==> config.mk <==
export PLATFORM = sky130hd
export DESIGN_NAME = freq_divider_prog
export DESIGN_NICKNAME = d
export VERILOG_FILES = /design/src/rtl/freq_div_pkg.sv /design/src/rtl/reload_counter.sv /design/src/rtl/freq_divider_prog.sv
export SDC_FILE = /design/constraint.sdc
export NUM_CORES = 1
export LEC_CHECK = 0
export BUFFER_PORTS_ARGS = -buffer_cell sky130_fd_sc_hd__buf_4
export CORE_ASPECT_RATIO = 0.7
export CORE_UTILIZATION = 40
export CTS_CLUSTER_SIZE = 40
export DETAILED_ROUTE_END_ITERATION = 8
export PLACE_DENSITY_LB_ADDON = 0.1
export SYNTH_ARGS = -nofsm -noshare
export SYNTH_HDL_FRONTEND = slang
export SYNTH_SLANG_ARGS = --single-unit
==> constraint.sdc <==
create_clock -name clock -period 5.55 [get_ports clock]
set_input_delay 0.2775 -clock clock [delete_from_list [all_inputs] [get_ports clock]]
set_output_delay 0.2775 -clock clock [all_outputs]
set_load 0.02 [all_outputs]
==> src/rtl/freq_div_pkg.sv <==
// Shared definitions for the programmable frequency divider.
//   MODE_TOGGLE / MODE_PULSE : output mode encodings
//   reload_val()             : counter reload value {sel, zeros} for a given selector
package freq_div_pkg;

  localparam logic MODE_TOGGLE = 1'b0;
  localparam logic MODE_PULSE  = 1'b1;

  // Returns {sel, (cnt_w - sel_w)'b0} in the low cnt_w bits; callers truncate to CNT_W.
  // Widths are arguments so one function serves every parameterisation.
  function automatic logic [31:0] reload_val(int unsigned cnt_w, int unsigned sel_w,
                                             logic [31:0] sel);
    logic [31:0] mask;
    mask = (32'd1 << sel_w) - 32'd1;
    return (sel & mask) << (cnt_w - sel_w);
  endfunction

endpackage

==> src/rtl/reload_counter.sv <==
// Up-counter with enable and synchronous reload.
//   clk_i, rst_ni    : clock, asynchronous active-low reset (count -> ResetVal)
//   en_i             : count enable
//   reload_i         : load reload_val_i on the next edge (overrides en_i)
//   reload_val_i     : value loaded on reload
//   tc_o             : terminal count, high while count is all-ones
module reload_counter #(
  parameter int unsigned        CntW     = 9,
  parameter logic [CntW-1:0]    ResetVal = '0
) (
  input  logic            clk_i,
  input  logic            rst_ni,
  input  logic            en_i,
  input  logic            reload_i,
  input  logic [CntW-1:0] reload_val_i,
  output logic            tc_o
);

  logic [CntW-1:0] count_d, count_q;

  always_comb begin
    count_d = count_q;
    if (reload_i) begin
      count_d = reload_val_i;
    end else if (en_i) begin
      // Never wraps in practice: the owner always reloads at terminal count.
      count_d = count_q + CntW'(1);
    end
  end

  always_ff @(posedge clk_i or negedge rst_ni) begin
    if (!rst_ni) begin
      count_q <= ResetVal;
    end else begin
      count_q <= count_d;
    end
  end

  assign tc_o = &count_q;

endmodule

==> src/rtl/freq_divider_prog.sv <==
// Programmable frequency divider producing a clock-enable tick and a registered
// low-frequency output. Period N(s) = 2^CNT_W - {s, FRAC_W'b0} clocks.
//   clock, reset   : system clock, asynchronous active-low reset
//   enable         : count enable; low freezes counter and outputs (tick forced low)
//   load           : synchronous restart with par_in/mode (overrides enable and TC)
//   par_in, mode   : requested selector / output mode, sampled only at load or TC
//   low_freq_clock : toggle mode -> 50% duty at 2*N; pulse mode -> equals tick
//   tick           : one-cycle pulse per divider period
//   sel_active     : selector currently in effect
module freq_divider_prog
  import freq_div_pkg::*;
#(
  parameter int unsigned CNT_W      = 9,
  parameter int unsigned SEL_W      = 4,
  parameter int unsigned RESET_SEL  = 0,
  parameter int unsigned RESET_MODE = 0
) (
  input  logic             clock,
  input  logic             reset,
  input  logic             enable,
  input  logic             load,
  input  logic [SEL_W-1:0] par_in,
  input  logic             mode,
  output logic             low_freq_clock,
  output logic             tick,
  output logic [SEL_W-1:0] sel_active
);

  if (SEL_W < 1 || SEL_W >= CNT_W) begin : g_bad_params
    $fatal(1, "freq_divider_prog: SEL_W must satisfy 1 <= SEL_W < CNT_W");
  end

  localparam logic [CNT_W-1:0] ResetCount =
      CNT_W'(reload_val(CNT_W, SEL_W, 32'(RESET_SEL)));

  logic             tc;
  logic             reload;
  logic [CNT_W-1:0] load_val;

  logic [SEL_W-1:0] sel_d, sel_q;
  logic             mode_d, mode_q;
  logic             lfc_d, lfc_q;
  logic             tick_d, tick_q;

  assign load_val = CNT_W'(reload_val(CNT_W, SEL_W, 32'(par_in)));
  // Reload on explicit load or at the end of an enabled period; both use par_in.
  assign reload   = load | (enable & tc);

  reload_counter #(
    .CntW     (CNT_W),
    .ResetVal (ResetCount)
  ) u_counter (
    .clk_i        (clock),
    .rst_ni       (reset),
    .en_i         (enable),
    .reload_i     (reload),
    .reload_val_i (load_val),
    .tc_o         (tc)
  );

  always_comb begin
    sel_d  = sel_q;
    mode_d = mode_q;
    lfc_d  = lfc_q;
    tick_d = 1'b0;
    if (load) begin
      sel_d  = par_in;
      mode_d = mode;
      lfc_d  = 1'b0;
    end else if (enable) begin
      if (tc) begin
        // Ratio and mode change only here, so output edges never glitch mid-period.
        sel_d  = par_in;
        mode_d = mode;
        tick_d = 1'b1;
        lfc_d  = (mode_q == MODE_TOGGLE) ? ~lfc_q : 1'b1;
      end else if (mode_q == MODE_PULSE) begin
        lfc_d = 1'b0;
      end
    end
  end

  always_ff @(posedge clock or negedge reset) begin
    if (!reset) begin
      sel_q  <= SEL_W'(RESET_SEL);
      mode_q <= 1'(RESET_MODE);
      lfc_q  <= 1'b0;
      tick_q <= 1'b0;
    end else begin
      sel_q  <= sel_d;
      mode_q <= mode_d;
      lfc_q  <= lfc_d;
      tick_q <= tick_d;
    end
  end

  assign low_freq_clock = lfc_q;
  assign tick           = tick_q;
  assign sel_active     = sel_q;

endmodule

==> qor.yml <==
total_leakage_power_nw: 0.4595
period_minus_slack_ns: 2.164
critical_path.max_fanout: 10
groute.usage.overall_pct: 17.22
antenna_violating_nets_post_route: 0
most_frequent_cell_after_synthesis: "dfrtp_1"
die-height_microns: 40.67
gp_congestion: 0.8493
timing.final.crit_share_pct: 39.00
synth-edff-count: 0
boundaryPins: 15
drt-initial-drc-count: 15
final-setup-viol-count: 0
tightestPinTransition_ns: 0.5428
synth.top_cells.by_area: "dfrtp_1, mux2_2, ha_1, mux2i_1, nand3_1"
yosysWarningCount: 0
dieWidth_microns: 57.25
cts_buffers: 3
synth_flop_cell: "dfrtp_1"
synth_fp_nets: 98
initial_core_util_pct: 44.15
violations_in_the_final_reports: "design-rule violations"
drt-total-wl_mm: 1.701
synthToLayoutAreaGrowth_pct: 16.98
overflow: 0
synth-seq-cells: 16
worst_setup_path_end_kind: "register"
diodes: 0
grt_setup_unrepaired: "no"
final-hold-violation-count: 0
drt_pre_antenna_iters: 6
cp_data_arrival_time_ns: 2.39
final_net_count: 115
initial_antenna_violation_count: 0
syn_area_sq_um: 854.6
skew_ns: 0.003591
critical_path_class: "register to register"
cts_post_setup_buffers_inserted: 0
critPathLaunchType: "register"
post-route-drc-count: 2
cts_tree: "built"
proportion_of_synthesized_chip_area_in_sequential_cells_pct: 46.85
grt_first_pass_wirelength_mm: 2.856
core.rowCount: 13
drv_cap: 0
cp.required_ns: 5.78
root_buffer: "clkbuf_4"
routedWlPerCell_microns: 13.83
outcome: "finished, violations left"
synthCells: 86
insertion_delay_ns: 0.29
final_hpwl_dp_mm: 1.243
post_dp_cell_area_sq_um: 967.2
vdd.ir_drop.worst_uv: 95.80
power_density_nw_per_um2: 232.1
design_area_sq_um: 999.7
drive_above_1_share_pct: 21.78
maximum_level_of_the_cts_h_tree: 1
max-slew-margin-rel_pct: 63.82
netlist_top_cells_count: "dfrtp_1, nand2_1, nand3_1, nor2_1"
min_path_type: "input pin to register"
timing_max_transition_violations_final: 0
totalNegativeSetupSlack_ns: 0
fmaxAchievable_mhz: 462.0
placeableCoreArea_sq_um: 1936
clock_sink_count: 16
vias: 702
clk_transition_reported_paths_ns: 0.09
io_buffers: 14
synth.distinct_cells: 32
ctsLongestPathBuffers: 2
post_synth.cell_area_avg_sq_um: 9.937
grt_start_max_net_pins: 17
floorplan.die_area_sq_um: 2328
vias_per_cell: 5.707
netlist.top_cell.by_area: "dfrtp_1"
grt_pass1_vias: 638
synth_async_sr_flop_share_pct: 100.0
yosys.area.top_type_share_pct: 46.85
==> power breakdown <==
part,switching (mW),internal (mW),leakage [nW]
logic,0.0199,0.0186,0.243
clock network,0.0359,0.0252,0.0138
registers,0.00743,0.125,0.202
==> state kept, by name, indices dropped and copies added (netlist names) <==
register and cells:
low_freq_clock 1, mode_q 1, sel_active 4, tick 1
u_counter.count_q 9
==> layer usage <==
metal  global-route usage [%]  vias up  wire [microns]
met3                    5.678        2              97
li1                         -      344               -
met5                        0        -               0
met4                    7.317        0              14
met2                    27.65       24             726
met1                    22.03      332             862
==> worst max-delay path, cell delays in order, from the launching register on <==
cell and delay (ns):
dfrtp_1 0.43, ha_1 0.25, nand4_1 0.14, nor2_1 0.09, ha_1 0.29, or3b_1 0.41
or4_1 0.40, nand3_1 0.09
==> worst paths after layout <==
kind / from / to / slack (ns) / cells after the start
worst min-delay path: mode / mode_q / 0.22 / 2
max in group asynchronous: reset / mode_q / 4.99 / 2
worst max-delay path: u_counter.count_q[0] / u_counter.count_q[6] / 3.39 / 7
worst min register to register: sel_active[1] / sel_active[1] / 0.49 / 2
min in group asynchronous: reset / u_counter.count_q[6] / 0.37 / 2
worst max register to register: u_counter.count_q[0] / u_counter.count_q[6] / 3.39 / 7
==> logic make-up (layout without fill, tap and decap cells) <==
family | count (synthesis) | count (layout) | share of synthesized area [%]
buffers and inverters | 5 | 20 | 3.220
flip-flops | 16 | 16 | 46.85
AO/OA/AOI/OAI | 20 | 20 | 15.08
AND/OR/NAND/NOR | 35 | 35 | 21.67
multiplexers | 7 | 7 | 8.785
adder cells (fa/ha/maj) | 3 | 3 | 4.393
==> cells in the final DEF, fill, tap and decap left out, types with 3 or more instances in the layout <==
| cell type | netlist | final |
|---|---|---|
| a21oi_1 | 4 | 4 |
| buf_4 | 0 | 14 |
| clkbuf_4 | 0 | 3 |
| dfrtp_1 | 16 | 16 |
| ha_1 | 3 | 3 |
| mux2_2 | 4 | 4 |
| mux2i_1 | 3 | 3 |
| nand2_1 | 7 | 7 |
| nand3_1 | 6 | 6 |
| nor2_1 | 6 | 6 |
| nor3_1 | 4 | 4 |
| o21ai_0 | 4 | 4 |
==> cell type report <==
class / count / area, sq um
Inverter: 2 / 7.507
Sequential cell: 16 / 400.4
Tap cell: 22 / 27.53
Fill cell: 179 / 935.9
Clock buffer: 3 / 22.52
Multi-Input combinational cell: 65 / 426.7
Timing Repair Buffer: 15 / 115.1
==> metrics by stage <==
step / setup slack [ns] / instances / hold slack, ns / power [mW] / utilization [%]
6_report: 3.386 / 123 / 0.2219 / 0.2321 / 51.65
2_1_floorplan: 3.511 / 86 / -0.01809 / 0.1561 / -
3_3_place_gp: 3.439 / 119 / 0.1496 / 0.1725 / 49.97
3_5_place_dp: 3.401 / 119 / 0.1500 / 0.1728 / 49.97
5_1_grt: 3.237 / 123 / 0.2083 / 0.2449 / 51.65
4_1_cts: 3.375 / 123 / 0.2124 / 0.2350 / 51.65
==> timing repair <==
action                     in CTS  in global routing
hold buffers                    1                  0
setup endpoints to repair       0                  0
resized for setup               0                  0
hold endpoints to repair       16                  0
Note: power is estimated with default switching activity, not from simulation.
